--- config.mk ---
export PLATFORM = sky130hd
export DESIGN_NAME = cache_hit_unit
export DESIGN_NICKNAME = d
export VERILOG_FILES = /design/src/rtl/cache_hit_unit.sv
export SDC_FILE = /design/constraint.sdc
export NUM_CORES = 1
export LEC_CHECK = 0
export CORE_MARGIN = 5
export CORE_UTILIZATION = 35
export DETAILED_ROUTE_END_ITERATION = 7
export GPL_ROUTABILITY_DRIVEN = 0
export PLACE_DENSITY = 0.95
export SLEW_MARGIN = 20
export SYNTH_ARGS = -nofsm -noshare
export SYNTH_HDL_FRONTEND = slang
export SYNTH_SLANG_ARGS = --single-unit
--- constraint.sdc ---
create_clock -name clk -period 6.05 [get_ports clk]
set_clock_uncertainty 0.15 [all_clocks]
set_input_delay 0.605 -clock clk [delete_from_list [all_inputs] [get_ports clk]]
set_output_delay 0.605 -clock clk [all_outputs]
set_load 0.05 [all_outputs]
--- src/rtl/cache_hit_unit.sv ---
// Tag-lookup front end for a 4-line fully associative cache: per-line tag compare,
// priority encode to a line index, and a registered copy captured on lookup.
module cache_hit_unit #(
    parameter int unsigned TAG_WIDTH = 28,
    parameter int unsigned NUM_LINES = 4
) (
    input  logic                           clk,
    input  logic                           reset,
    input  logic                           lookup,
    input  logic [TAG_WIDTH-1:0]           input_tag,
    input  logic [NUM_LINES*TAG_WIDTH-1:0] stored_tags,
    input  logic [NUM_LINES-1:0]           valid,
    output logic [NUM_LINES-1:0]           hit_signals,
    output logic                           hit,
    output logic [1:0]                     line_number,
    output logic                           multi_hit,
    output logic                           hit_q,
    output logic [1:0]                     line_number_q,
    output logic                           multi_hit_q,
    output logic                           result_valid
);

    logic       hit_d;
    logic [1:0] line_number_d;
    logic       multi_hit_d;
    logic       result_valid_d;

    // Line 0 lands in the MSB so the encoder below favours the lowest line.
    for (genvar g = 0; g < NUM_LINES; g++) begin : g_cmp
        assign hit_signals[NUM_LINES-1-g] =
            valid[g] && (stored_tags[g*TAG_WIDTH +: TAG_WIDTH] == input_tag);
    end

    assign hit = |hit_signals;

    always_comb begin
        line_number = 2'd0;
        if (hit_signals[3]) begin
            line_number = 2'd0;
        end else if (hit_signals[2]) begin
            line_number = 2'd1;
        end else if (hit_signals[1]) begin
            line_number = 2'd2;
        end else if (hit_signals[0]) begin
            line_number = 2'd3;
        end
    end

    always_comb begin
        multi_hit = 1'b0;
        for (int i = 0; i < NUM_LINES; i++) begin
            for (int j = i + 1; j < NUM_LINES; j++) begin
                if (hit_signals[i] && hit_signals[j]) begin
                    multi_hit = 1'b1;
                end
            end
        end
    end

    always_comb begin
        hit_d          = hit_q;
        line_number_d  = line_number_q;
        multi_hit_d    = multi_hit_q;
        result_valid_d = 1'b0;
        if (lookup) begin
            hit_d          = hit;
            line_number_d  = line_number;
            multi_hit_d    = multi_hit;
            result_valid_d = 1'b1;
        end
    end

    always_ff @(posedge clk) begin
        if (reset) begin
            hit_q         <= 1'b0;
            line_number_q <= 2'd0;
            multi_hit_q   <= 1'b0;
            result_valid  <= 1'b0;
        end else begin
            hit_q         <= hit_d;
            line_number_q <= line_number_d;
            multi_hit_q   <= multi_hit_d;
            result_valid  <= result_valid_d;
        end
    end

endmodule

# Yosys cells after proc, flatten, opt, wreduce, memory -nomap -nowiden
# Index checks and enable logic that the tools add are counted.
# Widths: inputs -> output; s select.
# totals
mem_bits_ro,0
mem_count,0
register_bits,5
output_inout_bits,13
word_cells,30
latch_bits,0
in_bits,147
ram_bits,0
# op_classes
magnitude_cmp,0
shift,0
n_reduce_logical,11
bitwise,0
n_addsub,0
multipliers,0
div,0
n_mux,11
eq_ne,4
# ops
operator,count
$eq 28x28->1,4
$logic_and 1x1->1,10
$mux 2,4
$mux 1,7
$reduce_or 4->1,1

# Longest topological paths before layout
# depth
word_depth,9
ltp_mapped,7
ltp_nobuf,7

# Worst setup path after synthesis
# OpenSTA, ideal clock, no wires.
# synth_path
kind,input port to output port
start,input port input_tag[17]
end,output port line_number[1]
t_arrival_ps,3780
n_path_buf,0
stages,6
slack_ps,1515
t_required_ps,5295
cell_sequence,xor2_1 nor4_1 nand3b_1 nor3_1 nor2_1 nor3_1
# synth_between
elab_chain_len,6
elab_cells_between_ends,12
classes_between,4 x eq/ne; 4 x mux; 4 x reduce/logical
# synth_lines
item,line_no,source
from (decl),10,"input logic [TAG_WIDTH-1:0] input_tag,"
$eq 28x28->1,31,valid[g] && (stored_tags[g*TAG_WIDTH +: TAG_WIDTH] == input_tag);
$logic_and 1x1->1,31,
net hit_signals[0],13,"output logic [NUM_LINES-1:0] hit_signals,"
$mux 2,44,end else if (hit_signals[0]) begin
$mux 2,42,end else if (hit_signals[1]) begin
$mux 2,40,end else if (hit_signals[2]) begin
$mux 2,38,if (hit_signals[3]) begin
to (decl),15,"output logic [1:0] line_number,"
# The timed path passes the listed nets, and every way through them passes these cells.

# Final worst setup path
# layout_path
start,input port input_tag[20]
end,output port multi_hit
# layout_between
elab_chain_len,9
elab_cells_between_ends,20
classes_between,4 x eq/ne; 6 x mux; 10 x reduce/logical
# layout_lines
item,line_no,source
$eq 28x28->1,31,
$logic_and 1x1->1,31,
$logic_and 1x1->1,53,if (hit_signals[i] && hit_signals[j]) begin
$mux 1 (5 in series),53,
$mux 1 *,53,
to (decl),16,"output logic multi_hit,"
# Mark *: on every way between the ends. The rest lies on a longest branch, timed or not.

==> key figures <==
Global routing
  • Largest net degree at the start of global routing: 9
  • First-pass GRT wire length: 13.6 mm
  • Number of global-route vias before repair: 2705
  • Initial antenna violation count: 0
  • All-layer global routing usage: 27.0%
  • Gr ovfl total: 0

Yosys
  • Mapped Avg Cell Area: 7.77 µm²
  • Synth top area share: 52.0%
  • Most numerous cell in the Yosys netlist: xor2_1
  • EDFF count, synth: 0
  • Cell taking the most area after synthesis: xor2_1
  • Post-synthesis cell count: 234
  • Post-synth top cells: xor2_1 (108), nor4_1 (43), nand4_1 (11)
  • Mapped Area: 0.00182 mm²
  • Most common flop cell mapped by yosys: dfxtp_1
  • Synth warn: 0
  • Distinct cells, synth: 29
  • Register area share after synthesis: 5.51%
  • Ranking of synthesized cells by area: xor2_1 (52%), nor4_1 (15%), dfxtp_1 (5.5%), nand4_1 (3.8%), nor3_1 (2.8%)
  • Mapped Nets: 381
  • Ys async rst share: 0%
  • #FFs+latches synth: 5

CTS
  • # H-tree levels: 1
  • CTS buffer count: 3
  • Hold Buf Count CTS: 0
  • Root Driver: clkbuf_8
  • CTS Sinks: 5
  • CTS clk-pin slew, worst paths: 40 ps
  • Bufs on Longest Clock Path: 2
  • CTS tree: yes
  • Post_cts resized: 0
  • Setup bufs post-CTS: 0
  • Clk_lat worst skew: 220 ps

Route
  • WL per Instance: 19.7 µm
  • Vias: 2576
  • DRT iter0 DRCs: 144
  • Pre-Repair DR Iteration Count: 5
  • Post-route antenna net violation count: 0
  • Vias per std cell: 5.53
  • WL final: 9.19 mm
  • DRC viols: 0

Floorplanning
  • Die Ht: 82.1 µm
  • Die X: 82.1 µm
  • I/O Pins: 160
  • Rows: 26
  • Core area: 0.00507 mm²
  • Die area: 0.00674 mm²
  • Initial cell density of the core: 35.8%

Place
  • Hpwl dp: 8.17 mm
  • Inst Count DP: 462
  • Dpl ws: 1640 ps
  • I/O Buffers: 159

Timing
  • Worst setup margin: 1630 ps
  • Fmax: 0.226 GHz
  • Slew @ Worst Pin: 707 ps
  • Final Max Tran Viols: 0
  • Tmin final: 4420 ps
  • Period utilization: 73.0%
  • Final Hold Viols: 0
  • Setup TNS: 0 ps
  • RSZ-0062 raised after global routing: no
  • Max-slew headroom: 51.6%
  • Setup Viol. Count Final: 0

Pwr
  • Max IR drop VDD: 62.5 µV
  • Net Sw Frac: 37.2%
  • Gate power share: 70.1%
  • Switching Power: 0.122 mW
  • Leakage: 1.27 nW
  • Part of the power in the clock network: 19.5%
  • PwrDens: 92.4 mW/mm²
  • Flop pwr share: 10.4%
  • Int Pwr: 0.205 mW

Critical path
  • R2r startpoint: hit_q
  • Crit path kind: in2out
  • R2r endpoint: hit_q
  • Critical Path Start Type: input pin
  • Worst EP required: 5290 ps
  • R2r setup slk: 5170 ps
  • Crit-path max FO: 5
  • Critical path launch point: input_tag[20]
  • R2R cell count: 2
  • Worst Path Arrival: 3660 ps
  • CP Capture Type: output port

Outcome
  • Status: finished, final reports clean

Finish
  • Fraction of layout cells with a size suffix above 1: 2.78%
  • Non-filler cells, final: 466
  • Nets: 544
  • # diodes: 0
  • Layout area overhead: 94.4%

Worst hold path
  • Hold path startpoint: line_number_q[0]
  • Hold Crit Class: reg2reg
  • Worst Hold Path EP: line_number_q[0]
  • Worst Hold Depth: 2

Run
  • Max Cap Viol: 0
==> cell families after synthesis <==
logic type / Yosys count / share of synthesized area, %
AOI/OAI and AO/OA: 11 / 4.75
buffers and inverters: 3 / 1.38
DFF: 5 / 5.51
xor gates and xnor gates: 112 / 54.0
and+or+nand+nor: 103 / 34.4
==> power by group through the flow <==
stage          combinational, mW  sequential [mW]  clock (mW)
3_3_place_gp               0.221           0.0345           0
5_1_grt                    0.243           0.0342      0.0662
6_report                   0.229           0.0341      0.0637
4_1_cts                    0.226           0.0341      0.0640
2_1_floorplan             0.0787           0.0369           0
3_5_place_dp               0.225           0.0346           0
==> cells in the final DEF, fill, tap and decap left out, types with 2 or more instances in the layout <==
cell type / Yosys / final
or4_4: 2 / 2
a211oi_1: 2 / 2
nand2_1: 7 / 7
clkinv_4: 2 / 2
xnor2_1: 4 / 4
xor2_1: 108 / 108
nand2b_1: 5 / 5
nor4_1: 43 / 43
or4_1: 4 / 4
a21oi_1: 3 / 3
clkbuf_8: 0 / 3
clkdlybuf4s50_1: 0 / 159
nor3_1: 10 / 10
nand4_1: 11 / 11
dfxtp_1: 5 / 5
nor2b_1: 6 / 6
nor2_1: 8 / 8
==> registers in the layout (all words and copies together) (netlist names) <==
register       count
multi_hit_q        1
hit_q              1
result_valid       1
line_number_q      2
==> through the flow <==
step | power, mW | hold WS [ps] | instance area [µm²] | utilization (%)
4_1_cts | 0.324 | 328 | 3530 | 69.6
6_report | 0.327 | 327 | 3530 | 69.6
3_5_place_dp | 0.260 | 319 | 3490 | 68.8
5_1_grt | 0.344 | 346 | 3530 | 69.6
2_1_floorplan | 0.116 | 523 | 1820 | -
3_3_place_gp | 0.256 | 309 | 3490 | 68.8
==> worst max-delay path: stages <==
cell and delay [ps]:
clkdlybuf4s50_1 560, xor2_1 220, or4_1 540, or4_4 580
clkinv_4 100, a211oi_1 70, a21oi_1 170, clkdlybuf4s50_1 820
==> cell type report <==
class	count	area, µm²
fillers	438	1540
clock buffers	4	45.0
flip-flops and latches	5	100
well taps	70	87.6
inverters	2	17.5
multi-input cells	226	1690
repair buffers	159	1590
==> worst max-delay path by stage <==
stage | slack, ps | endpoint | depth (start not counted)
after floorplan | 1520 | line_number[1] | 6
after global placement | 1720 | multi_hit | 8
after detailed placement | 1640 | multi_hit | 8
after CTS | 1640 | multi_hit | 8
after global routing | 1450 | line_number[1] | 8
final | 1630 | multi_hit | 8
==> routing by layer <==
layer	wire [µm]	GRT usage [%]
met4	258	9.30
met5	0	0
met3	907	4.82
met2	4780	51.0
met1	3250	29.9
Power figures use the tool's default switching activity.
